===== src/rtl/rom_streamer.sv =====
// Address sequencer and 2-entry output buffer for a synchronous-read ROM.
// Walks len addresses from base, hides the 1-cycle read latency, and streams words with backpressure.
module rom_streamer #(
    parameter int n = 8,
    parameter int m = 512,
    localparam int a = $clog2(m)
) (
    input  logic         clk,
    input  logic         rst,
    input  logic         start,
    input  logic [a-1:0] base,
    input  logic [a:0]   len,
    input  logic         abort,
    output logic [a-1:0] addr_o,
    input  logic [n-1:0] rom_d,
    output logic [n-1:0] data_o,
    output logic         valid_o,
    input  logic         ready_i,
    output logic         busy,
    output logic         done
);

    typedef enum logic [1:0] {
        IDLE  = 2'd0,
        RUN   = 2'd1,
        DRAIN = 2'd2
    } state_t;

    state_t         state_r;
    logic [n-1:0]   buf1_r;
    logic [1:0]     occ_r;
    logic           inflight_r;
    logic [a:0]     remain_r;

    logic           pop_s;
    logic           issue_s;
    logic           last_pop_s;
    logic [n-1:0]   buf0_s;
    logic [n-1:0]   buf1_s;
    logic [1:0]     occ_s;
    logic [2:0]     pending_s;

    // Issue decision: occupancy after this edge's pop plus the word already in flight must leave room.
    always_comb begin
        pop_s      = valid_o & ready_i;
        pending_s  = {1'b0, occ_r} + {2'b00, inflight_r} - {2'b00, pop_s};
        issue_s    = (state_r == RUN) && (pending_s < 3'd2);
        last_pop_s = (state_r == DRAIN) && pop_s && (occ_r == 2'd1) && !inflight_r;
    end

    // Next buffer contents: data_o is the head, buf1_r the tail; capture and pop may coincide.
    always_comb begin
        buf0_s = data_o;
        buf1_s = buf1_r;
        occ_s  = occ_r;
        case ({inflight_r, pop_s})
            2'b10: begin
                if (occ_r == 2'd0) begin
                    buf0_s = rom_d;
                end else begin
                    buf1_s = rom_d;
                end
                occ_s = occ_r + 2'd1;
            end
            2'b01: begin
                buf0_s = buf1_r;
                occ_s  = occ_r - 2'd1;
            end
            2'b11: begin
                if (occ_r == 2'd1) begin
                    buf0_s = rom_d;
                end else begin
                    buf0_s = buf1_r;
                    buf1_s = rom_d;
                end
            end
            default: begin
                occ_s = occ_r;
            end
        endcase
    end

    // Control FSM with registered stream, address and status outputs.
    always_ff @(posedge clk) begin
        if (rst) begin
            state_r    <= IDLE;
            addr_o     <= {a{1'b0}};
            data_o     <= {n{1'b0}};
            buf1_r     <= {n{1'b0}};
            occ_r      <= 2'd0;
            inflight_r <= 1'b0;
            remain_r   <= {(a+1){1'b0}};
            valid_o    <= 1'b0;
            busy       <= 1'b0;
            done       <= 1'b0;
        end else begin
            done <= 1'b0;
            case (state_r)
                IDLE: begin
                    if (start && !abort) begin
                        if (len == {(a+1){1'b0}}) begin
                            done <= 1'b1;
                        end else begin
                            state_r  <= RUN;
                            addr_o   <= base;
                            remain_r <= len;
                            busy     <= 1'b1;
                        end
                    end
                end
                RUN, DRAIN: begin
                    if (abort) begin
                        state_r    <= IDLE;
                        data_o     <= {n{1'b0}};
                        buf1_r     <= {n{1'b0}};
                        occ_r      <= 2'd0;
                        inflight_r <= 1'b0;
                        valid_o    <= 1'b0;
                        busy       <= 1'b0;
                    end else begin
                        data_o     <= buf0_s;
                        buf1_r     <= buf1_s;
                        occ_r      <= occ_s;
                        valid_o    <= (occ_s != 2'd0);
                        inflight_r <= issue_s;
                        if (issue_s) begin
                            // Non-power-of-two depths still wrap at m-1.
                            addr_o   <= (addr_o == a'(m - 1)) ? {a{1'b0}} : addr_o + a'(1);
                            remain_r <= remain_r - (a+1)'(1);
                            if (remain_r == (a+1)'(1)) begin
                                state_r <= DRAIN;
                            end
                        end
                        if (last_pop_s) begin
                            state_r <= IDLE;
                            busy    <= 1'b0;
                            done    <= 1'b1;
                        end
                    end
                end
                default: begin
                    state_r <= IDLE;
                    busy    <= 1'b0;
                end
            endcase
        end
    end

endmodule

===== config.mk =====
export PLATFORM = sky130hd
export DESIGN_NAME = rom_streamer
export DESIGN_NICKNAME = d
export VERILOG_FILES = /design/src/rtl/rom_streamer.sv
export SDC_FILE = /design/constraint.sdc
export NUM_CORES = 1
export LEC_CHECK = 0
export CAP_MARGIN = 20
export CORE_ASPECT_RATIO = 0.5
export CORE_UTILIZATION = 45
export CTS_BUF_LIST = sky130_fd_sc_hd__clkbuf_16
export DETAILED_ROUTE_END_ITERATION = 16
export DONT_BUFFER_PORTS = 1
export PLACE_DENSITY = 0.64
export SLEW_MARGIN = 0
export SYNTH_ARGS = -nofsm -noshare
export SYNTH_HDL_FRONTEND = slang
export SYNTH_SLANG_ARGS = --single-unit

===== constraint.sdc =====
create_clock -name clk -period 4.4 [get_ports clk]
set_input_delay 0.44 -clock clk [delete_from_list [all_inputs] [get_ports clk]]
set_output_delay 0.44 -clock clk [all_outputs]
set_load 0.02 [all_outputs]

==> results of run 1 <==
layout make-up:
type / count / area [µm²] / area share, %
clock buffers: 5 / 125 / 4.71
clock inverters: 3 / 67.6 / 2.54
inverters: 19 / 71.3 / 2.68
multi-input cells: 227 / 1420 / 53.6
flip-flops and latches: 43 / 861 / 32.4
well taps: 70 / 87.6 / 3.29
repair buffers: 3 / 22.5 / 0.847
metal layers:
layer / vias to the layer above / GRT usage (%)
li1: 1090 / -
met1: 1018 / 25.1
met2: 72 / 37.8
met3: 9 / 6.17
met4: 0 / 8.80
met5: - / 0
synth_stat cells (2+ instances only):
| cell type | number |
|---|---|
| xor2_1 | 2 |
| nor4b_1 | 4 |
| nand3_1 | 5 |
| nor4_1 | 4 |
| nand2_1 | 20 |
| or3_1 | 2 |
| a21oi_1 | 26 |
| a221oi_1 | 3 |
| buf_2 | 3 |
| o32ai_1 | 2 |
| o31ai_1 | 2 |
| a211oi_1 | 4 |
| or4_1 | 3 |
| a31oi_1 | 3 |
| dfxtp_1 | 43 |
| nor2_1 | 38 |
| o22ai_1 | 2 |
| nand4_1 | 2 |
| and3_1 | 3 |
| inv_1 | 18 |
| a2bb2oi_1 | 8 |
| ha_1 | 13 |
| o21ai_0 | 15 |
| nor2b_1 | 7 |
| a22oi_1 | 20 |
| nor3_1 | 12 |
| clkbuf_1 | 9 |
| o21ai_1 | 3 |
| mux2i_1 | 4 |
| nand2b_1 | 7 |
flip-flops by register name, indices dropped and copies added, names as in the netlist:
signal and flops:
remain_r 10, addr_o 9, buf1_r 8, data_o 8, occ_r 2, state_r 2
busy 1, done 1, inflight_r 1, valid_o 1
report_power, final:
part | switching (mW) | total (mW) | internal [mW]
clock | 0.159 | 0.485 | 0.325
combinational | 0.234 | 0.380 | 0.146
sequential | 0.0815 | 0.519 | 0.438
total | 0.475 | 1.38 | 0.909
stage by stage:
| step | instance area [µm²] | total power, mW |
|---|---|---|
| 6_report | 2660 | 1.38 |
| 5_1_grt | 2660 | 1.46 |
| 4_1_cts | 2660 | 1.39 |
| 3_5_place_dp | 2470 | 0.902 |
| 3_3_place_gp | 2470 | 0.893 |
| 2_1_floorplan | 2420 | 0.826 |
worst min path at each step:
stage	startpoint	end	slack, ns	cells after the start
after floorplan	remain_r[7]	remain_r[7]	0.45	2
after global placement	remain_r[8]	remain_r[8]	0.47	2
after detailed placement	remain_r[8]	remain_r[8]	0.47	2
after CTS	rst	addr_o[6]	0.22	1
after global routing	rst	addr_o[6]	0.21	1
final	rst	addr_o[4]	0.22	1
worst max-delay path, delay by kind of cell (launching register included):
kind	cells	cell delay, ns
AND/OR/NAND/NOR	4	1.23
flip-flops	1	0.46
XOR/XNOR	1	0.17
AO/OA/AOI/OAI	2	0.56
buffers and inverters	2	0.22
adder cells (fa/ha/maj)	2	0.66
kinds of logic (layout without fill, tap and decap cells):
logic type | count (synthesis) | after routing | share of synthesized area [%]
muxes | 5 | 5 | 2.12
and+or+nand+nor | 111 | 111 | 22.7
xor gates and xnor gates | 2 | 2 | 0.723
DFF | 43 | 43 | 35.5
AOI/OAI and AO/OA | 95 | 95 | 25.7
buffers and inverters | 33 | 30 | 5.73
adders and majority gates | 14 | 14 | 7.54
==> results.md, run 1 <==
- Initial drt markers: 86
- Clk sinks: 43
- Via/cell ratio: 5.92
- Syn-to-layout area delta: 9.71%
- CP peak stage delay: 0.55 ns
- CP max stage cell: or4_1
- Met2 WL post-DR: 2630 µm
- Layout Nets: 345
- Post-Syn Nets: 349
- Most frequent cells in the layout: dfxtp_1 (43), nor2_1 (38), a21oi_1 (26)
- Post-Syn Area: 2420 µm²
- Peak fanout along the critical path: 19
- Tcrit/Tclk final: 77.1%
- Crit path time final: 3.39 ns
- Top layer in use: met4
- Crit path capture: remain_r[9]
- PnR worst setup slack: 1.01 ns
- Crit Path Category: reg2reg
- Leak: 1.00 nW
- Initial DRT Pass Iterations: 4
- Synthesis-stage register bit count: 43
- CTS root buf: clkbuf_16
- Peak supply drop: 0.187 mV
- Yosys top cell by area: dfxtp_1
- Routed met1 length: 2690 µm
- FF-to-FF End: remain_r[9]
- RSZ-0062 raised after global routing: no
- Core ar.: 5040 µm²
- Clock Tree Buf Depth: 2
- Outcome: complete, no violations
- Final hold vios: 0
- Vias in the first global route: 2041
- Pwr Density: 520 nW/µm²
- Sum Neg Setup Slack: 0 ns
- Finished Layout Cells: 370
- First-pass GRT wire length: 9270 µm
- DR WL met3: 453 µm
- Post-Route WL: 5850 µm
- Top Ports: 52
- Clock latency on the worst-skew pair: 0.29 ns
- CTS tree: built
- Worst EP arrival: 3.61 ns
- Die X: 106 µm
- Via Count: 2189
- Reg2Reg Setup Slack: 1.01 ns
- Setup repair bufs after CTS: 0
- F_max: 295 MHz
- Post-CTS sizing: 0
- CP endpoint kind: register
- Max cap viols: 0
- Htree depth: 2
- CP startpoint: valid_o
- Die height: 53.9 µm
- Seq/Total Area, Yosys: 35.5%
- Remaining antenna violation count: 0
- CP required: 4.62 ns
- Least-Margin Pin Slew: 0.931 ns
- Worst Hold Class: in2reg
- Port bufs: 0
- Worst rel slew slack: 37.4%
- Clk_skew: 0.00223 ns
- GRT Resource Usage Total: 21.3%
- Layout fillers: 477
- Syn Area/Cell: 8.00 µm²
- Worst slack, placed: 1.03 ns
- Total congestion overflow: 0
- Largest net degree at the start of global routing: 48
- Synth top area cells: dfxtp_1 (36%), ha_1 (6.7%), a22oi_1 (6.2%)
- CP Launch Type: register
- RR Startpoint: valid_o
- Initial Utilization: 48.0%
- WHS: 0.217 ns
- Residual DRC: 0
- Wirelength per Cell: 15.8 µm
- Ant diodes: 0
- Initial antenna violation count: 0
- Clock transition at path regs: 0.06 ns
- Final setup vio count: 0
- Reg2Reg Depth: 11
- Placed cells: 362
- Final Wtd Congestion: 0.897
- Top-area cell type share of the netlist area: 35.5%
- Post-synth EDFFs: 0
- Synth Instances: 303
- Num CTS Buffers: 5
- Synth unique cells: 46
- Hold-fix buffer count after cts: 0
- Layout cells sized above 1: 4.67%
- Final Max Tran Viols: 0
- YS warnings: 0
- Crit path cell chain: nand2_1 -> inv_1 -> ha_1 -> inv_1 -> nand2_1 -> fa_1 -> xor2_1 -> o32a_1 -> or2_1 -> or4_1 -> a31oi_1
- Final core utilization: 52.7%
- Async S/R FF share, synth: 0%
- DP HPWL: 4010 µm
- Top FF cell, synth: dfxtp_1
- Number of core rows: 18
- Commonest non-fill, non-tap cell in the layout: dfxtp_1
- Die ar.: 5700 µm²
(Power assumes the default switching activity.)
==> inputs of run 2 (changes only) <==
--- a/config.mk
+++ b/config.mk
@@ -11,7 +11,7 @@
 export CTS_BUF_LIST = sky130_fd_sc_hd__clkbuf_16
 export DETAILED_ROUTE_END_ITERATION = 16
 export DONT_BUFFER_PORTS = 1
-export PLACE_DENSITY = 0.64
+export PLACE_DENSITY = 0.66
 export SLEW_MARGIN = 0
 export SYNTH_ARGS = -nofsm -noshare
 export SYNTH_HDL_FRONTEND = slang
==> constraint.sdc (replaced) <==
create_clock -name clk -period 2.92 [get_ports clk]
set_input_delay 0.292 -clock clk [delete_from_list [all_inputs] [get_ports clk]]
set_output_delay 0.292 -clock clk [all_outputs]
set_load 0.02 [all_outputs]
==> run 2 against run 1 <==
Compared with the run above:
- final cell count is 1.9% higher
- clock skew is 0.0033 ns higher
- count of clock-buffer cells in the layout stayed put
- via count is 5.1% higher
- register-to-register slack worse by 0.89 ns
- die area stayed put
- sequential share of layout area hardly changed
- power is 43% higher
- critical endpoint unchanged
- worst setup slack worse by 0.89 ns
- hold slack worse by 0.14 ns
- non-clock buffer count is 7 higher
==> results.md, run 2 (synthesized netlist as in run 1, its figures left out) <==
- Initial Utilization: 48.0% (unchanged)
- Commonest non-fill, non-tap cell in the layout: dfxtp_1 (unchanged)
- Met2 WL post-DR: 2870 µm (was 2630 µm)
- Leak: 1.03 nW (was 1.00 nW)
- Post-Route WL: 6270 µm (was 5850 µm)
- FF-to-FF End: remain_r[9] (unchanged)
- Tcrit/Tclk final: 96.1% (was 77.1%)
- Pwr Density: 739 nW/µm² (was 520 nW/µm²)
- Routed met1 length: 2850 µm (was 2690 µm)
- RR Startpoint: valid_o (unchanged)
- Max reg flops: 10 (unchanged)
- CP required: 3.13 ns (was 4.62 ns)
- Final hold vios: 0 (unchanged)
- Final Max Tran Viols: 0 (unchanged)
- CP max stage cell: fa_1 (was or4_1)
- Layout Nets: 352 (was 345)
- CP Launch Type: register (unchanged)
- Wirelength per Cell: 16.6 µm (was 15.8 µm)
- Layout fillers: 476 (was 477)
- F_max: 356 MHz (was 295 MHz)
- DR WL met3: 454 µm (was 453 µm)
- Final setup vio count: 0 (unchanged)
- Vias in the first global route: 2192 (was 2041)
- Worst slack, placed: 0.0124 ns (was 1.03 ns)
- Reg2Reg Setup Slack: 0.11 ns (was 1.01 ns)
- Die ar.: 5700 µm² (unchanged)
- WHS: 0.0739 ns (was 0.217 ns)
- Tot Pwr: 1.98 mW (was 1.38 mW)
- CP peak stage delay: 0.50 ns (was 0.55 ns)
- CP startpoint: valid_o (unchanged)
- Top layer in use: met4 (unchanged)
- Multi-input gate area: 1440 µm² (was 1420 µm²)
- Number of core rows: 18 (unchanged)
- Die X: 106 µm (unchanged)
- Via Count: 2301 (was 2189)
- Final Wtd Congestion: 0.904 (was 0.897)
- Initial antenna violation count: 0 (unchanged)
- Initial drt markers: 114 (was 86)
- Max cap viols: 0 (unchanged)
- Clock Tree Buf Depth: 2 (unchanged)
- Register area: 866 µm² (was 861 µm²)
- DP HPWL: 4190 µm (was 4010 µm)
- Final core utilization: 53.1% (was 52.7%)
- Reg2Reg Depth: 11 (unchanged)
- Remaining antenna violation count: 0 (unchanged)
- Syn-to-layout area delta: 10.5% (was 9.71%)
- Sum Neg Setup Slack: 0 ns (unchanged)
- Clock network power share: 27.8% (was 35.0%)
- Min-Delay Startpoint: rst (unchanged)
- Crit path time final: 2.81 ns (was 3.39 ns)
- Worst rel slew slack: 52.6% (was 37.4%)
- Worst EP arrival: 3.02 ns (was 3.61 ns)
- GRT Resource Usage Total: 22.1% (was 21.3%)
- Residual DRC: 0 (unchanged)
- Clock transition at path regs: 0.06 ns (about the same)
- Peak supply drop: 0.385 mV (was 0.187 mV)
- Reg with most FFs: remain_r (unchanged)
- Crit Path Category: reg2reg (unchanged)
- Seq pwr share: 39.5% (was 37.5%)
- Largest net degree at the start of global routing: 48 (unchanged)
- Initial DRT Pass Iterations: 4 (unchanged)
- Via/cell ratio: 6.10 (was 5.92)
- Switching share of total power: 37.3% (was 34.3%)
- CTS tree: built (unchanged)
- Most frequent cells in the layout: dfxtp_1 (41), nor2_1 (38), a21oi_1 (26) (was dfxtp_1 (43), nor2_1 (38), a21oi_1 (26))
- Least-Margin Pin Slew: 0.710 ns (was 0.931 ns)
- Layout cells sized above 1: 8.79% (was 4.67%)
- Num CTS Buffers: 5 (unchanged)
- WHS Path Cells: 1 (unchanged)
- Top Ports: 52 (unchanged)
- Worst Hold Class: in2reg (unchanged)
- Psw: 0.739 mW (was 0.475 mW)
- Clk_skew: 0.00557 ns (was 0.00223 ns)
- Worst hold endpoint: addr_o[0] (was addr_o[4])
- Largest regs: remain_r x10, addr_o x9 (unchanged)
- Crit path cell chain: nand2_4 -> inv_1 -> ha_1 -> inv_2 -> nand2_1 -> fa_1 -> nand2_2 -> o32a_1 -> or2_4 -> or4_1 -> a31oi_1 (was nand2_1 -> inv_1 -> ha_1 -> inv_1 -> nand2_1 -> fa_1 -> xor2_1 -> o32a_1 -> or2_1 -> or4_1 -> a31oi_1)
- CTS root buf: clkbuf_16 (unchanged)
- Htree depth: 2 (unchanged)
- Clk sinks: 43 (unchanged)
- Ant diodes: 0 (unchanged)
- Clock latency on the worst-skew pair: 0.28 ns (was 0.29 ns)
- First-pass GRT wire length: 9830 µm (was 9270 µm)
- Gate power share: 32.8% (was 27.5%)
- Peak fanout along the critical path: 4 (was 19)
- Port bufs: 0 (unchanged)
- Internal: 1.24 mW (was 0.909 mW)
- CP endpoint kind: register (unchanged)
- Outcome: complete, no violations (unchanged)
- Core ar.: 5040 µm² (unchanged)
- Total congestion overflow: 0 (unchanged)
- PnR worst setup slack: 0.114 ns (was 1.01 ns)
- Die height: 53.9 µm (unchanged)
run 2: layout make-up:
type	instances	area share, %
inverters	19	2.66
flip-flops and latches	43	32.3
clock buffers	5	4.67
well taps	70	3.27
multi-input cells	227	53.6
clock inverters	3	0.561
repair buffers	10	2.85
run 2: worst max-delay path: cells and delay by family, from the launching register on:
| kind | cells | cell delay (ns) |
|---|---|---|
| fa+ha+maj | 2 | 0.80 |
| flops | 1 | 0.38 |
| simple gates | 5 | 0.92 |
| compound gates | 2 | 0.50 |
| buf+inv | 2 | 0.13 |
run 2: worst max path at each step:
| stage | to | slack, ns | cells past startpoint |
|---|---|---|---|
| 2_1_floorplan | remain_r[9] | 0.003 | 12 |
| 3_3_place_gp | addr_o[2] | 0.10 | 12 |
| 3_5_place_dp | remain_r[9] | 0.01 | 11 |
| 4_1_cts | addr_o[2] | 0.004 | 12 |
| 5_1_grt | remain_r[9] | -0.0009 | 11 |
| 6_report | remain_r[9] | 0.11 | 11 |
run 2: what timing repair did:
item | CTS | global route
hold buffers | 0 | 0
setup buffers | 0 | 2
setup endpoints to repair | 0 | 15
resized for setup | 0 | 8
run 2: routing by layer:
metal  global-route usage [%]  vias up
met5                        0        -
met4                     7.41        0
met3                     7.02       10
met2                     39.4       92
met1                     26.2     1085
li1                         -     1114
run 2: stage by stage:
stage	instances	cell area [µm²]
3_3_place_gp	366	2500
6_report	377	2680
2_1_floorplan	303	2420
4_1_cts	374	2640
5_1_grt	377	2680
3_5_place_dp	366	2500
run 2: power by group through the flow:
stage | combinational, mW | sequential, mW | clock (mW)
2_1_floorplan | 0.474 | 0.771 | 0
3_3_place_gp | 0.587 | 0.790 | 0
3_5_place_dp | 0.604 | 0.792 | 0
4_1_cts | 0.606 | 0.780 | 0.557
5_1_grt | 0.718 | 0.793 | 0.584
6_report | 0.649 | 0.781 | 0.549
==> inputs of run 3 (changes only) <==
--- a/config.mk
+++ b/config.mk
@@ -5,7 +5,6 @@
 export SDC_FILE = /design/constraint.sdc
 export NUM_CORES = 1
 export LEC_CHECK = 0
-export CAP_MARGIN = 20
 export CORE_ASPECT_RATIO = 0.5
 export CORE_UTILIZATION = 45
 export CTS_BUF_LIST = sky130_fd_sc_hd__clkbuf_16
@@ -16,3 +15,4 @@
 export SYNTH_ARGS = -nofsm -noshare
 export SYNTH_HDL_FRONTEND = slang
 export SYNTH_SLANG_ARGS = --single-unit
+export TNS_END_PERCENT = 10
==> results of run 3 <==
No change in the layout: final DEF, timing and power equal those of run 2.
